File: config.mk
export PLATFORM = sky130hd
export DESIGN_NAME = irq_controller
export DESIGN_NICKNAME = d
export VERILOG_FILES = /design/src/rtl/irq_pkg.sv /design/src/rtl/irq_prio_enc.sv /design/src/rtl/irq_controller.sv
export SDC_FILE = /design/constraint.sdc
export NUM_CORES = 1
export LEC_CHECK = 0
export CAP_MARGIN = 30
export CORE_MARGIN = 10
export CORE_UTILIZATION = 28
export CTS_CLUSTER_DIAMETER = 60
export DETAILED_ROUTE_END_ITERATION = 7
export GPL_TIMING_DRIVEN = 1
export PLACE_DENSITY = 0.81
export SLEW_MARGIN = 5
export SYNTH_ARGS = -nofsm -noshare
export SYNTH_HDL_FRONTEND = slang
export SYNTH_SLANG_ARGS = --single-unit
export TNS_END_PERCENT = 10
File: constraint.sdc
create_clock -name clk -period 1.6 [get_ports clk]
set_input_delay 0.16 -clock clk [delete_from_list [all_inputs] [get_ports clk]]
set_output_delay 0.16 -clock clk [all_outputs]
set_load 0.1 [all_outputs]
File: src/rtl/irq_pkg.sv
// Shared types, register offsets and helpers for the interrupt controller.
package irq_pkg;

  // Width of a source index / vector number (supports up to 15 sources).
  localparam int IDX_W = 4;

  typedef enum logic [1:0] {
    ST_IDLE    = 2'd0,
    ST_PRESENT = 2'd1,
    ST_ACTIVE  = 2'd2
  } irq_state_t;

  // Byte offsets of the registers inside the window.
  localparam logic [63:0] OFF_PENDING = 64'h00;
  localparam logic [63:0] OFF_ENABLE  = 64'h08;
  localparam logic [63:0] OFF_ACTIVE  = 64'h10;

  // Vector number meaning "no interrupt presented".
  localparam logic [IDX_W-1:0] VEC_NONE = '0;

  // Source i is presented to the core as vector i+1.
  function automatic logic [IDX_W-1:0] vec_of(input logic [IDX_W-1:0] idx);
    return idx + 4'd1;
  endfunction

endpackage

File: src/rtl/irq_prio_enc.sv
// Fixed-priority encoder: reports whether any request is set and the
// index of the lowest set request.
module irq_prio_enc
  import irq_pkg::*;
#(
  parameter int NUM_SRC = 4
) (
  input  logic [NUM_SRC-1:0] req_i,
  output logic               any_o,
  output logic [IDX_W-1:0]   idx_o
);

  // Scan from the top down so the lowest set index is the last one written.
  always_comb begin
    any_o = 1'b0;
    idx_o = '0;
    for (int i = NUM_SRC - 1; i >= 0; i--) begin
      if (req_i[i]) begin
        any_o = 1'b1;
        idx_o = IDX_W'(i);
      end
    end
  end

endmodule

File: src/rtl/irq_controller.sv
// Interrupt controller: edge capture into pending bits, enable masking,
// fixed-priority selection and a present/taken/completed handshake with the
// core, plus a small memory-mapped register window.
module irq_controller
  import irq_pkg::*;
#(
  parameter int          NUM_SRC   = 4,
  parameter logic [63:0] BASE_ADDR = 64'h8000_0020
) (
  input  logic               clk,
  input  logic               reset,
  input  logic [NUM_SRC-1:0] irq_in,
  output logic [3:0]         interrupt_vector,
  input  logic               irq_ack,
  input  logic               irq_done,
  input  logic [63:0]        bus_address,
  input  logic [63:0]        bus_write_data,
  input  logic               bus_write_enable,
  input  logic               bus_read_enable,
  output logic [63:0]        bus_read_data,
  output logic               bus_read_valid
);

  irq_state_t           state_q;
  logic [IDX_W-1:0]     sel_q;
  logic [IDX_W-1:0]     vec_q;
  logic [NUM_SRC-1:0]   irq_prev_q;
  logic [NUM_SRC-1:0]   pending_q, pending_d;
  logic [NUM_SRC-1:0]   enable_q, enable_d;
  logic [63:0]          rdata_q, rdata_d;
  logic                 rvalid_q, rvalid_d;

  logic                 hit_pend, hit_en, hit_act;
  logic                 wr_pend, wr_en;
  logic [NUM_SRC-1:0]   wdata_src;
  logic [NUM_SRC-1:0]   edge_set;
  logic [NUM_SRC-1:0]   sel_mask;
  logic                 ack_take, withdraw;
  logic                 enc_any;
  logic [IDX_W-1:0]     enc_idx;
  logic [63:0]          active_view;
  logic                 unused_wdata;

  assign unused_wdata = ^bus_write_data;

  assign hit_pend  = (bus_address == BASE_ADDR + OFF_PENDING);
  assign hit_en    = (bus_address == BASE_ADDR + OFF_ENABLE);
  assign hit_act   = (bus_address == BASE_ADDR + OFF_ACTIVE);
  assign wr_pend   = bus_write_enable & hit_pend;
  assign wr_en     = bus_write_enable & hit_en;
  assign wdata_src = bus_write_data[NUM_SRC-1:0];

  // A level already high when reset releases is seen as an edge because
  // irq_prev comes out of reset at 0.
  assign edge_set = irq_in & ~irq_prev_q;

  // One-hot mask of the source currently latched by the FSM.
  always_comb begin
    sel_mask = '0;
    for (int i = 0; i < NUM_SRC; i++) begin
      sel_mask[i] = (sel_q == IDX_W'(i));
    end
  end

  // Ack wins over a simultaneous withdraw; done is only meaningful in ACTIVE.
  assign ack_take = (state_q == ST_PRESENT) & irq_ack;
  assign withdraw = (state_q == ST_PRESENT) & ~irq_ack & wr_en &
                    (|(sel_mask & ~wdata_src));

  irq_prio_enc #(.NUM_SRC(NUM_SRC)) u_prio (
    .req_i (pending_q & enable_q),
    .any_o (enc_any),
    .idx_o (enc_idx)
  );

  // Next pending/enable: clears first, then new edges so a set beats a W1C.
  always_comb begin
    pending_d = pending_q;
    if (wr_pend)  pending_d = pending_d & ~wdata_src;
    if (ack_take) pending_d = pending_d & ~sel_mask;
    pending_d = pending_d | edge_set;
    enable_d  = wr_en ? wdata_src : enable_q;
  end

  assign active_view = (state_q == ST_IDLE) ? 64'd0
                       : {58'd0, state_q, vec_of(sel_q)};

  // Read mux samples pre-write register contents; a miss returns 0, no valid.
  always_comb begin
    rdata_d  = 64'd0;
    rvalid_d = 1'b0;
    if (bus_read_enable) begin
      if (hit_pend) begin
        rdata_d  = {{(64-NUM_SRC){1'b0}}, pending_q};
        rvalid_d = 1'b1;
      end else if (hit_en) begin
        rdata_d  = {{(64-NUM_SRC){1'b0}}, enable_q};
        rvalid_d = 1'b1;
      end else if (hit_act) begin
        rdata_d  = active_view;
        rvalid_d = 1'b1;
      end
    end
  end

  // Source history, pending/enable registers and registered read port.
  always_ff @(posedge clk or negedge reset) begin
    if (!reset) begin
      irq_prev_q <= '0;
      pending_q  <= '0;
      enable_q   <= '1;
      rdata_q    <= 64'd0;
      rvalid_q   <= 1'b0;
    end else begin
      irq_prev_q <= irq_in;
      pending_q  <= pending_d;
      enable_q   <= enable_d;
      rdata_q    <= rdata_d;
      rvalid_q   <= rvalid_d;
    end
  end

  // Present/taken/completed sequencing with a registered vector output.
  always_ff @(posedge clk or negedge reset) begin
    if (!reset) begin
      state_q <= ST_IDLE;
      sel_q   <= '0;
      vec_q   <= VEC_NONE;
    end else begin
      case (state_q)
        ST_IDLE: begin
          if (enc_any) begin
            sel_q   <= enc_idx;
            vec_q   <= vec_of(enc_idx);
            state_q <= ST_PRESENT;
          end
        end
        ST_PRESENT: begin
          if (ack_take) begin
            vec_q   <= VEC_NONE;
            state_q <= ST_ACTIVE;
          end else if (withdraw) begin
            vec_q   <= VEC_NONE;
            state_q <= ST_IDLE;
          end
        end
        ST_ACTIVE: begin
          if (irq_done) begin
            state_q <= ST_IDLE;
          end
        end
        default: begin
          vec_q   <= VEC_NONE;
          state_q <= ST_IDLE;
        end
      endcase
    end
  end

  assign interrupt_vector = vec_q;
  assign bus_read_data    = rdata_q;
  assign bus_read_valid   = rvalid_q;

endmodule

==> results.ini <==
[status]
run_status = finished, violations left
violations = negative setup slack

[pwr]
switching_share = 0.471
power.internal_mw = 1.41
pwr-share-seq = 0.285
clkPwrFrac = 0.203
irDropWorstVdd_v = 0.000322
switchingPower_mw = 1.26
p_per_area_nw_per_um2 = 890
p_comb_frac = 0.512
p_leak_nw = 1.43

[grt]
use_met1 = 0.124
grt_pass1_vias = 2001
grt_pass1_wl_microns = 10200
grt_max_degree = 27
grtUsageMet3 = 0.0238
antenna_found_initial = 0
overflow = 0
grt.total_usage = 0.124
met2_usage = 0.253
busiest_layer = met2

[route]
dr.pass1.iters = 4
drt_iter0_markers = 99
ant_nets = 0
vias = 1741
wl_per_cell_microns = 18.1
wl_microns = 6990
via_per_inst = 4.50
drc = 0

[sta]
drv_slew = 0
skew_ns = 0.000909
fin_ws_ns = -0.0544
min_period_ns = 1.65
rsz0062_at_grt = yes
setup_violations = 2
hold_violations = 0
fmax_ghz = 0.604
post-route-period-util = 1.03

[cells_and_area]
nets = 454
fin_util = 0.467
syn_to_final_growth_pct = 61.0
layout_common_cells = conb_1, clkbuf_2, dfrtp_1, clkdlybuf4s50_1, buf_4
nFillCells = 576
layout-drive-gt1-share = 0.323
diodes = 0
layout_commonest_cell = conb_1

[setup_path]
critPathBufInv = 2
crit_path_end_kind = register
cp_max_fo = 7
worstPathArrival_ns = 1.81
r2r-start = enable_q[2]$_DFFE_PN1P_
path_cells = dlygate4sd2_1, nor4_1, nand4_1, nor4_4, buf_6, nand4_1, a32o_2
critPathMaxStageDelay_ns = 0.32
cp_common_cell = nand4_1
crit_slowest_cell = a32o_2
startpoint = bus_address[20]
crit_family = simple AND/OR/NAND/NOR gates
start_kind = input port
crit_required_ns = 1.76
crit_type = in -> reg

[placed_design]
dp_hpwl_microns = 5540
routabilityCongestion = 0.873
dp_slack_ns = -0.553
io_buffers = 87

[hold_path]
hp-class = in -> async

[synthesis]
synth_top_family_by_area = buffers and inverters
synth_seq_cells = 26
synthMuxAreaShare = 0.0403
avgSynthCellArea_sq_um = 9.32
ys_seq_area_frac = 0.352
synth-edff-count = 0
syn_area_sq_um = 1860
synth-main-ff-cell = dfrtp_1
synth_fa_ha_area_frac = 0.0336
ys_warn_count = 0
synth-xor-area-share = 0
synthCells = 200
synth_cell_type_count = 36
synth_compound_area_frac = 0.101
synth-async-reset-ratio = 1.00
yosys.area_share.simple = 0.203

[clock_tree]
cts_tree = built
cts_num_sinks = 26
clk_latency_ns = 0.27
postCtsHoldBufs = 0
h-tree-depth = 1
root_buffer = clkbuf_8
cts-buffers-inserted = 3
clk_pin_slew_worst_paths_ns = 0.09
cts_buffer_depth = 2

[floorplanning]
die-width_microns = 102
die_area_sq_um = 10300
core_area_sq_um = 6420
fp.dieH_microns = 102
start_util = 0.290
pin_count = 207
rows = 29

[run]
timing.max_cap.violations = 0

[layout make-up]
cell class                 instances  area (sq um)  share of cell area
clock buffer                       3          41.3              0.0138
clock inverter                     1          30.0              0.0100
inverter                          12          45.0              0.0150
multi-input combinational        158          1090               0.364
sequential                        26           656               0.218
tap                               77          96.3              0.0321
timing repair buffer             110          1040               0.346
[path summary, 6_finish.rpt]
path | cells after the start | slack (ns) | end
worst min-delay path | 2 | 0.25 | state_q[1]$_DFFE_PN0P_
max in group asynchronous | 2 | 1.05 | enable_q[1]$_DFFE_PN1P_
worst max-delay path | 7 | -0.05 | pending_q[0]$_DFF_PN0_
worst min register to register | 2 | 0.55 | pending_q[1]$_DFF_PN0_
min in group clk | 4 | 0.29 | bus_read_data[3]$_DFF_PN0_
worst max register to register | 6 | 0 | interrupt_vector[0]$_DFFE_PN0P_
[layer usage]
| layer | part of all wire | vias to the layer above | wire (microns) |
|---|---|---|---|
| met4 | 0.017 | 0 | 122 |
| met5 | 0 | - | 0 |
| met2 | 0.57 | 84 | 3970 |
| li1 | - | 812 | - |
| met1 | 0.35 | 832 | 2450 |
| met3 | 0.064 | 13 | 447 |
[metrics by stage]
step	setup TNS [ns]	hold slack, ns	area [sq um]	cells	power, mW
CTS	-0.00148	0.262	2970	384	2.64
global placement	-9.04	0.517	2820	377	2.10
floorplan	-0.131	-0.136	2080	258	1.82
global route	-0.497	0.272	3000	387	2.78
finish	-0.0546	0.253	3000	387	2.67
detailed placement	-8.95	0.527	2820	377	2.11
[logic make-up after synthesis]
group | count (synthesis)
AOI/OAI and AO/OA | 27
adders and majority gates | 5
buffers and inverters | 74
DFF | 26
muxes | 7
other | 1
and+or+nand+nor | 60
[timing repair]
item,CTS,global route
gates resized for setup,73,72
pin swaps,23,23
setup endpoints to repair,18,18
cloned,0,0
setup buffers,3,3
[synthesized netlist by cell type (2+ instances only)]
| library cell | number | area [sq um] |
|---|---|---|
| dfrtp_1 | 22 | 551 |
| mux2i_1 | 3 | 30.0 |
| nor4b_2 | 2 | 30.0 |
| inv_1 | 12 | 45.0 |
| nor4b_1 | 2 | 17.5 |
| nand3_1 | 2 | 10.0 |
| dfstp_2 | 4 | 105 |
| nor2_1 | 10 | 37.5 |
| mux2_2 | 4 | 45.0 |
| o21ai_0 | 2 | 10.0 |
| nor3_1 | 5 | 25.0 |
| a32o_1 | 4 | 40.0 |
| nand2b_1 | 3 | 18.8 |
| a22o_1 | 2 | 17.5 |
| nor2b_1 | 2 | 12.5 |
| nand4_2 | 2 | 25.0 |
| o2bb2ai_1 | 3 | 26.3 |
| ha_1 | 5 | 62.6 |
| nor4_1 | 14 | 87.6 |
| a21oi_1 | 10 | 50.1 |
| clkbuf_1 | 2 | 7.51 |
| nand2_1 | 7 | 26.3 |
| buf_4 | 59 | 443 |
| nand4_1 | 7 | 43.8 |
[registers in the layout, indices dropped and copies added, names as in the netlist]
signal,flops
irq_prev_q,4
state_q,2
bus_read_valid,1
bus_read_data,6
enable_q,4
interrupt_vector,3
pending_q,4
sel_q,2
[power by group through the flow]
stage | registers (mW) | logic, mW | clock network, mW
2_1_floorplan | 0.837 | 0.984 | 0
4_1_cts | 0.757 | 1.33 | 0.557
5_1_grt | 0.767 | 1.43 | 0.580
3_5_place_dp | 0.768 | 1.34 | 0
6_report | 0.762 | 1.37 | 0.542
3_3_place_gp | 0.764 | 1.33 | 0
[worst register-to-register path, delay by kind of cell (launching register included)]
family / cells / cell delay [ns]
flops: 1 / 0.54
simple gates: 1 / 0.10
compound gates: 4 / 0.74
buf+inv: 1 / 0.15
Note: power is estimated with default switching activity, not from simulation.
